--- config.mk ---
export PLATFORM = sky130hd
export DESIGN_NAME = fifo_wr_arbiter
export DESIGN_NICKNAME = d
export VERILOG_FILES = /design/src/rtl/fifo_wr_arbiter.sv
export SDC_FILE = /design/constraint.sdc
export NUM_CORES = 1
export LEC_CHECK = 0
export ABC_AREA = 1
export CAP_MARGIN = 20
export CORE_MARGIN = 1.5
export CORE_UTILIZATION = 35
export CTS_CLUSTER_SIZE = 25
export DETAILED_ROUTE_END_ITERATION = 10
export PLACE_DENSITY = 0.76
export SYNTH_ARGS = -nofsm -noshare
export SYNTH_HDL_FRONTEND = slang
export SYNTH_SLANG_ARGS = --single-unit
--- constraint.sdc ---
create_clock -name wr_clk -period 1.55 [get_ports wr_clk]
set_input_delay 0.465 -clock wr_clk [delete_from_list [all_inputs] [get_ports wr_clk]]
set_output_delay 0.465 -clock wr_clk [all_outputs]
set_load 0.02 [all_outputs]
--- src/rtl/fifo_wr_arbiter.sv ---
// Round-robin arbiter sharing the FIFO write port among NREQ producers.
// One idle arbitration cycle per grant; a grant lasts until last or BURST beats.
module fifo_wr_arbiter #(
  parameter  int WIDTH = 8,
  parameter  int NREQ  = 4,
  parameter  int BURST = 4,
  localparam int IDW   = (NREQ > 1) ? $clog2(NREQ) : 1
) (
  input  logic                  wr_clk,
  input  logic                  reset,
  input  logic [NREQ-1:0]       req_valid,
  input  logic [NREQ-1:0]       req_last,
  input  logic [NREQ*WIDTH-1:0] req_data,
  output logic [NREQ-1:0]       req_ready,
  output logic                  fifo_wr_en,
  output logic [WIDTH-1:0]      fifo_data_in,
  input  logic                  fifo_wr_full,
  output logic [IDW-1:0]        grant_id,
  output logic                  busy
);

  localparam int BCW = 4;
  localparam logic [BCW-1:0] LAST_BEAT = BCW'(BURST - 1);
  localparam logic [IDW-1:0] PTR_RST   = IDW'(NREQ - 1);

  typedef enum logic {IDLE, GRANT} state_t;

  state_t           state_reg;
  logic [IDW-1:0]   rr_ptr_reg;
  logic [IDW-1:0]   grant_reg;
  logic [BCW-1:0]   beat_cnt_reg;
  logic [IDW-1:0]   arb_id_next;
  logic             arb_found_next;
  logic             in_grant;
  logic             release_beat;
  logic [WIDTH-1:0] slice [NREQ];

  genvar gi;
  generate
    for (gi = 0; gi < NREQ; gi++) begin : g_req
      assign slice[gi]     = req_data[gi*WIDTH +: WIDTH];
      assign req_ready[gi] = in_grant & (grant_reg == IDW'(gi)) & ~fifo_wr_full;
    end
  endgenerate

  // Search starts just after the last grant holder, wrapping modulo NREQ.
  always_comb begin
    int idx;
    arb_found_next = 1'b0;
    arb_id_next    = '0;
    idx            = 0;
    for (int k = 1; k <= NREQ; k++) begin
      idx = int'(rr_ptr_reg) + k;
      if (idx >= NREQ) idx = idx - NREQ;
      if (!arb_found_next && req_valid[IDW'(idx)]) begin
        arb_found_next = 1'b1;
        arb_id_next    = IDW'(idx);
      end
    end
  end

  assign in_grant     = (state_reg == GRANT);
  assign fifo_wr_en   = in_grant & req_valid[grant_reg] & ~fifo_wr_full;
  assign fifo_data_in = in_grant ? slice[grant_reg] : '0;
  assign release_beat = req_last[grant_reg] | (beat_cnt_reg == LAST_BEAT);
  assign grant_id     = grant_reg;
  assign busy         = in_grant;

  always_ff @(posedge wr_clk or posedge reset) begin
    if (reset) begin
      state_reg    <= IDLE;
      rr_ptr_reg   <= PTR_RST;
      grant_reg    <= '0;
      beat_cnt_reg <= '0;
    end else begin
      case (state_reg)
        IDLE: begin
          if (arb_found_next) begin
            grant_reg    <= arb_id_next;
            beat_cnt_reg <= '0;
            state_reg    <= GRANT;
          end
        end
        GRANT: begin
          // Stalled or empty cycles leave the grant and beat count untouched.
          if (fifo_wr_en) begin
            if (release_beat) begin
              rr_ptr_reg   <= grant_reg;
              beat_cnt_reg <= '0;
              state_reg    <= IDLE;
            end else begin
              beat_cnt_reg <= beat_cnt_reg + 1'b1;
            end
          end
        end
        default: state_reg <= IDLE;
      endcase
    end
  end

endmodule
* After elaboration in Yosys (flattened, before gate mapping)
Cells that the tools add are included.
** Word-level totals
- Output and inout bits :: 16
- Bits of input ports :: 43
- Logic and storage cells :: 93
- Flip-flop bits (word level) :: 9
** Cells by class
- Magnitude comparators :: 10
- Bitwise operators :: 14
- Eq/ne operators :: 6
- Add/subtract/negate cells :: 9
- Reductions and logical operators :: 10
- Mux-type cells :: 40
** Operators by type and width (count)
- two-way mux 8 bit :: 3
- two-way mux 1 bit :: 17
- binary-select mux 8 bit (select 2 bit) :: 1
- less-than comparator 2 x 4 -> 1 bit (second input constant) :: 4
- two-way mux 2 bit :: 8
- binary-select mux 1 bit (select 2 bit) :: 6
- greater-or-equal comparator 3 bit (second input constant) :: 4
- two-way mux 4 bit :: 3
- AND 1 bit :: 10
- case mux 4 bit (2 select lines) :: 1
- subtractor 2 x 1 -> 2 bit (second input constant) :: 4
- adder 2 x 2 -> 3 bit (second input constant) :: 2
- adder 2 x 3 -> 4 bit (second input constant) :: 1
- adder 4 x 1 -> 4 bit (second input constant) :: 1
- == test 2 bit (second input constant) :: 2
- == test 4 x 2 -> 1 bit (second input constant) :: 1
- greater-or-equal comparator 4 x 3 -> 1 bit (second input constant) :: 1
- inequality test 2 bit (second input constant) :: 2
- AND reduction 2 bit :: 2
- adder 2 x 1 -> 3 bit (second input constant) :: 1
- logical AND 1 bit :: 3
- logical NOT 1 bit :: 3
- less-than comparator 2 x 3 -> 1 bit (second input constant) :: 1
- NOT 2 -> 3 bit :: 1
- 6 further kinds :: 7

* Logic depth before layout (Yosys ltp)
- Depth after elaboration :: 18
- Depth in mapped cells :: 12
- Gate-level depth less buffers :: 11

* Least setup slack after synthesis
No wires, ideal clock.
- Kind :: reg-to-output
- Start point :: register grant_reg[1] (netlist: grant_id[1])
- End point :: output port fifo_data_in[0]
- Stages on the path, launching flop included :: 5
- Path slack :: -0.407 ns
- Path buffers :: 2
- Required time :: 1.085 ns
- Arrival :: 1.492 ns
- Cells stage by stage :: dfrtp_1 -> buf_2 -> buf_2 -> nand3_1 -> a31oi_1
** Between the ends
- Word-level cells in the longest chain between the ends :: 5
** RTL lines
- start: declaration :: RTL line 30 : logic [IDW-1:0] grant_reg;
- start signal: assignment :: RTL line 79 : grant_reg <= arb_id_next;
- NOT 2 -> 3 bit (implied by the code) :: RTL line 64 : assign fifo_data_in = in_grant ? slice[grant_reg] : '0;
- binary-select mux 8 bit (select 2 bit) :: RTL line 64
- two-way mux 8 bit (implied by the code) (2 in a row) :: RTL line 64
- two-way mux 8 bit :: RTL line 64
- end: declaration :: RTL line 16 : output logic [WIDTH-1:0] fifo_data_in,
Every way passes these cells. The select of a mux whose other input is x is not followed.

* Worst setup path after layout
- Start point :: register grant_reg[1] (netlist: grant_id[1])
- End point :: output port fifo_wr_en
** Between the ends
- Word-level cells in the longest chain between the ends :: 4
** RTL lines
- binary-select mux 1 bit (select 2 bit) :: RTL line 63 : assign fifo_wr_en = in_grant & req_valid[grant_reg] & ~fifo_wr_full;
- two-way mux 1 bit (implied by the code) :: RTL line 63
- AND 1 bit (2 in a row) :: RTL line 63
- end: declaration :: RTL line 15 : output logic fifo_wr_en,
Every way passes these cells. The select of a mux whose other input is x is not followed.

==> results.yml <==
yosys:
  ys.flop_type: "dfrtp_1"
  synth_top_area_share_pct: 20.0
  synthesis.instances: 178
  async_reset_ff_share_pct: 100
  synth_cell_types: 29
  yosysTopAreaCell: "nand2_1"
  avgSynthCellArea_sq_um: 6.12
  yosys_warnings: 0
  seq_area_frac_synth_pct: 20.9
  ys_ff_latch: 9
  synth_edf_count: 0
  syn-num-nets: 222
  netlist_area_sq_mm: 0.00109
  netlist_top_cells_area: "nand2_1, dfrtp_1, nand3_1, a22oi_1, inv_1"
global_route:
  overflow: 0
  grt_pass1_vias: 1527
  grtUsageTotal_pct: 25.9
  grt_max_degree: 11
  grt_pass1_wl_mm: 6.87
  grt_antenna_before_repair: 0
floorplan:
  die_area_sq_mm: 0.00346
  fp.dieH_um: 58.8
  core_sq_mm: 0.00300
  io_pins: 59
  fp-row-count: 20
  die_x_um: 58.8
  start_util_pct: 36.3
drt:
  finalWirelength_mm: 5.61
  wl_per_cell_um: 18.0
  drc_errors: 0
  ant_nets: 0
  vias: 1707
  drtPass1Iterations: 4
  drt_iter0_markers: 106
  viasPerCell: 5.49
sta:
  finalSetupViolCount: 23
  rsz0062_at_grt: "yes"
  finalClockSkew_ns: 0.00420
  final_max_slew_viol_count: 0
  hold_viol: 0
  relSlewSlack_pct: 75.9
  finalSetupTns_ns: -6.94
  max_freq_mhz: 500
  tightest_slew_ns: 0.361
  fin_crit_ns: 2.00
  period_share_pct: 129
  fin_ws_ns: -0.452
critical_path:
  required_ns: 1.08
  cp_slowest_cell: "dfrtp_2"
  cp.arrival_ns: 1.54
  crit_chain: "inv_2 -> nand2_4 -> buf_6 -> o22ai_4 -> nor2_4 -> nor2_4 -> buf_6"
  cpPeakStageDelay_ns: 0.50
  worst-path-buf-inv: 3
  worst_r2r_startpoint: "grant_id[0]"
  crit_path_start_kind: "register"
  timing.rr.end: "rr_ptr_reg[0]"
  worst-path-max-fanout: 6
  worst-r2r-setup-slack_ns: -0.25
  end_kind: "primary output"
  critPathTopFamily: "flip-flops"
  crit_type: "register to primary output"
  cp.depth: 7
  worstRegToRegCells: 12
place:
  gp_congestion: 0.865
  dp_hpwl_mm: 2.86
  numPortBuffers: 58
  placed_area_sq_mm: 0.00206
  place_ws_ns: -0.901
pwr:
  p_total_uw: 5470
  peakVddDrop_mv: 1.44
  leakage_uw: 0.00113
  p_per_area_mw_per_mm2: 2160
finish:
  diodes: 0
  area_delta_synth_final_pct: 133
  stdcell_area_sq_mm: 0.00254
  multiInputGateArea_sq_mm: 0.00114
  drive_gt1_share_pct: 55.0
  regArea_sq_um: 230
  largest_reg_flops: 4
  nFillCells: 160
  nets: 323
cts:
  cts_tree: "done"
  cts_sinks: 9
  cts_root_buf: "clkbuf_4"
  insertion_delay_ns: 0.27
  ctsHtreeMaxLevel: 1
  cts_made_buffers: 3
  cts.path.max_buffers: 2
  postCtsHoldBufs: 0
  path_clk_slew_ns: 0.07
min_path:
  min_path_type: "input pin to asynchronous set/reset pin"
run:
  maxCapViolations: 0
outcome:
  status: "complete, but fails checks"
  violations: "negative setup slack"
## layout by cell type, fill, tap and decap left out, types with 7 or more instances in the layout
| cell type | Yosys | layout |
|---|---|---|
| a22oi_2 | 0 | 8 |
| a31oi_4 | 0 | 8 |
| buf_4 | 1 | 29 |
| buf_6 | 2 | 25 |
| clkdlybuf4s50_1 | 0 | 37 |
| inv_1 | 16 | 12 |
| inv_2 | 6 | 7 |
| nand2_1 | 58 | 38 |
| nand2_2 | 5 | 20 |
| nand2_4 | 2 | 8 |
| nand3_1 | 29 | 14 |
| nand3_2 | 1 | 13 |
| nor2_4 | 2 | 7 |
## Yosys cell counts, types with 2 or more instances
cell type	number
dfstp_2	2
buf_6	2
inv_2	6
inv_1	16
a22oi_1	8
o21ai_0	2
nor2_1	11
dfrtp_1	7
nand2_2	5
nand2_4	2
nand2_1	58
o21ai_1	2
nand4_1	3
nor2_4	2
buf_2	3
nand3_1	29
a31oi_1	8
## routing by layer
metal	part of all wire, %	global-route usage (%)
met5	0	0
met4	3.1	6.49
met3	4.8	2.42
met2	54	46.8
met1	38	32.7
## per-stage QoR
step | hold WS [ns] | utilization [%] | instances
after floorplan | 0.291 | - | 178
after global placement | 0.524 | 68.7 | 291
after detailed placement | 0.544 | 68.7 | 291
after CTS | 0.471 | 80.4 | 309
after global routing | 0.530 | 84.5 | 311
final | 0.485 | 84.5 | 311
## worst reg2reg max path, stage by stage (launching register included)
cell and delay [ns]:
dfrtp_2 0.55, nor2_4 0.11, buf_4 0.15, buf_4 0.13, buf_4 0.12, buf_4 0.12
nand2_1 0.05, nand2_1 0.05, inv_2 0.09, nand3_2 0.11, nand2_4 0.12, nand2_2 0.07
o21ai_2 0.06
## worst max-delay path by stage
stage            startpoint               to
6_report        grant_id[1]       fifo_wr_en
5_1_grt         grant_id[1]       fifo_wr_en
4_1_cts         grant_id[1]       fifo_wr_en
3_5_place_dp   req_valid[1]       fifo_wr_en
3_3_place_gp   req_valid[1]       fifo_wr_en
2_1_floorplan   grant_id[1]  fifo_data_in[0]
## power by group
group / switching (uW) / internal, uW
combinational: 2520 / 2200
clock: 97.6 / 99.7
sequential: 200 / 355
total: 2820 / 2650
## cell type report
| cell class | instances | area share [%] |
|---|---|---|
| multi-input combinational | 141 | 44.9 |
| timing repair buffer | 101 | 39.4 |
| sequential | 9 | 9.08 |
| inverter | 23 | 4.00 |
| tap | 33 | 1.63 |
| clock buffer | 4 | 1.04 |
## logic make-up after synthesis
kind of cell	after synthesis	synth area share (%)
AND/OR/NAND/NOR	113	48.5
buffers and inverters	30	13.5
AO/OA/AOI/OAI	23	14.4
XOR/XNOR	2	1.61
adder cells (fa/ha/maj)	1	1.15
flip-flops	9	20.9
## repair_timing
| item | CTS | global route |
|---|---|---|
| buffers inserted | 12 | 7 |
| endpoints found under the setup margin | 23 | 25 |
| resized for setup | 145 | 37 |
| cloned | 2 | 0 |
| pin swaps | 21 | 17 |
Power figures use the tool's default switching activity.
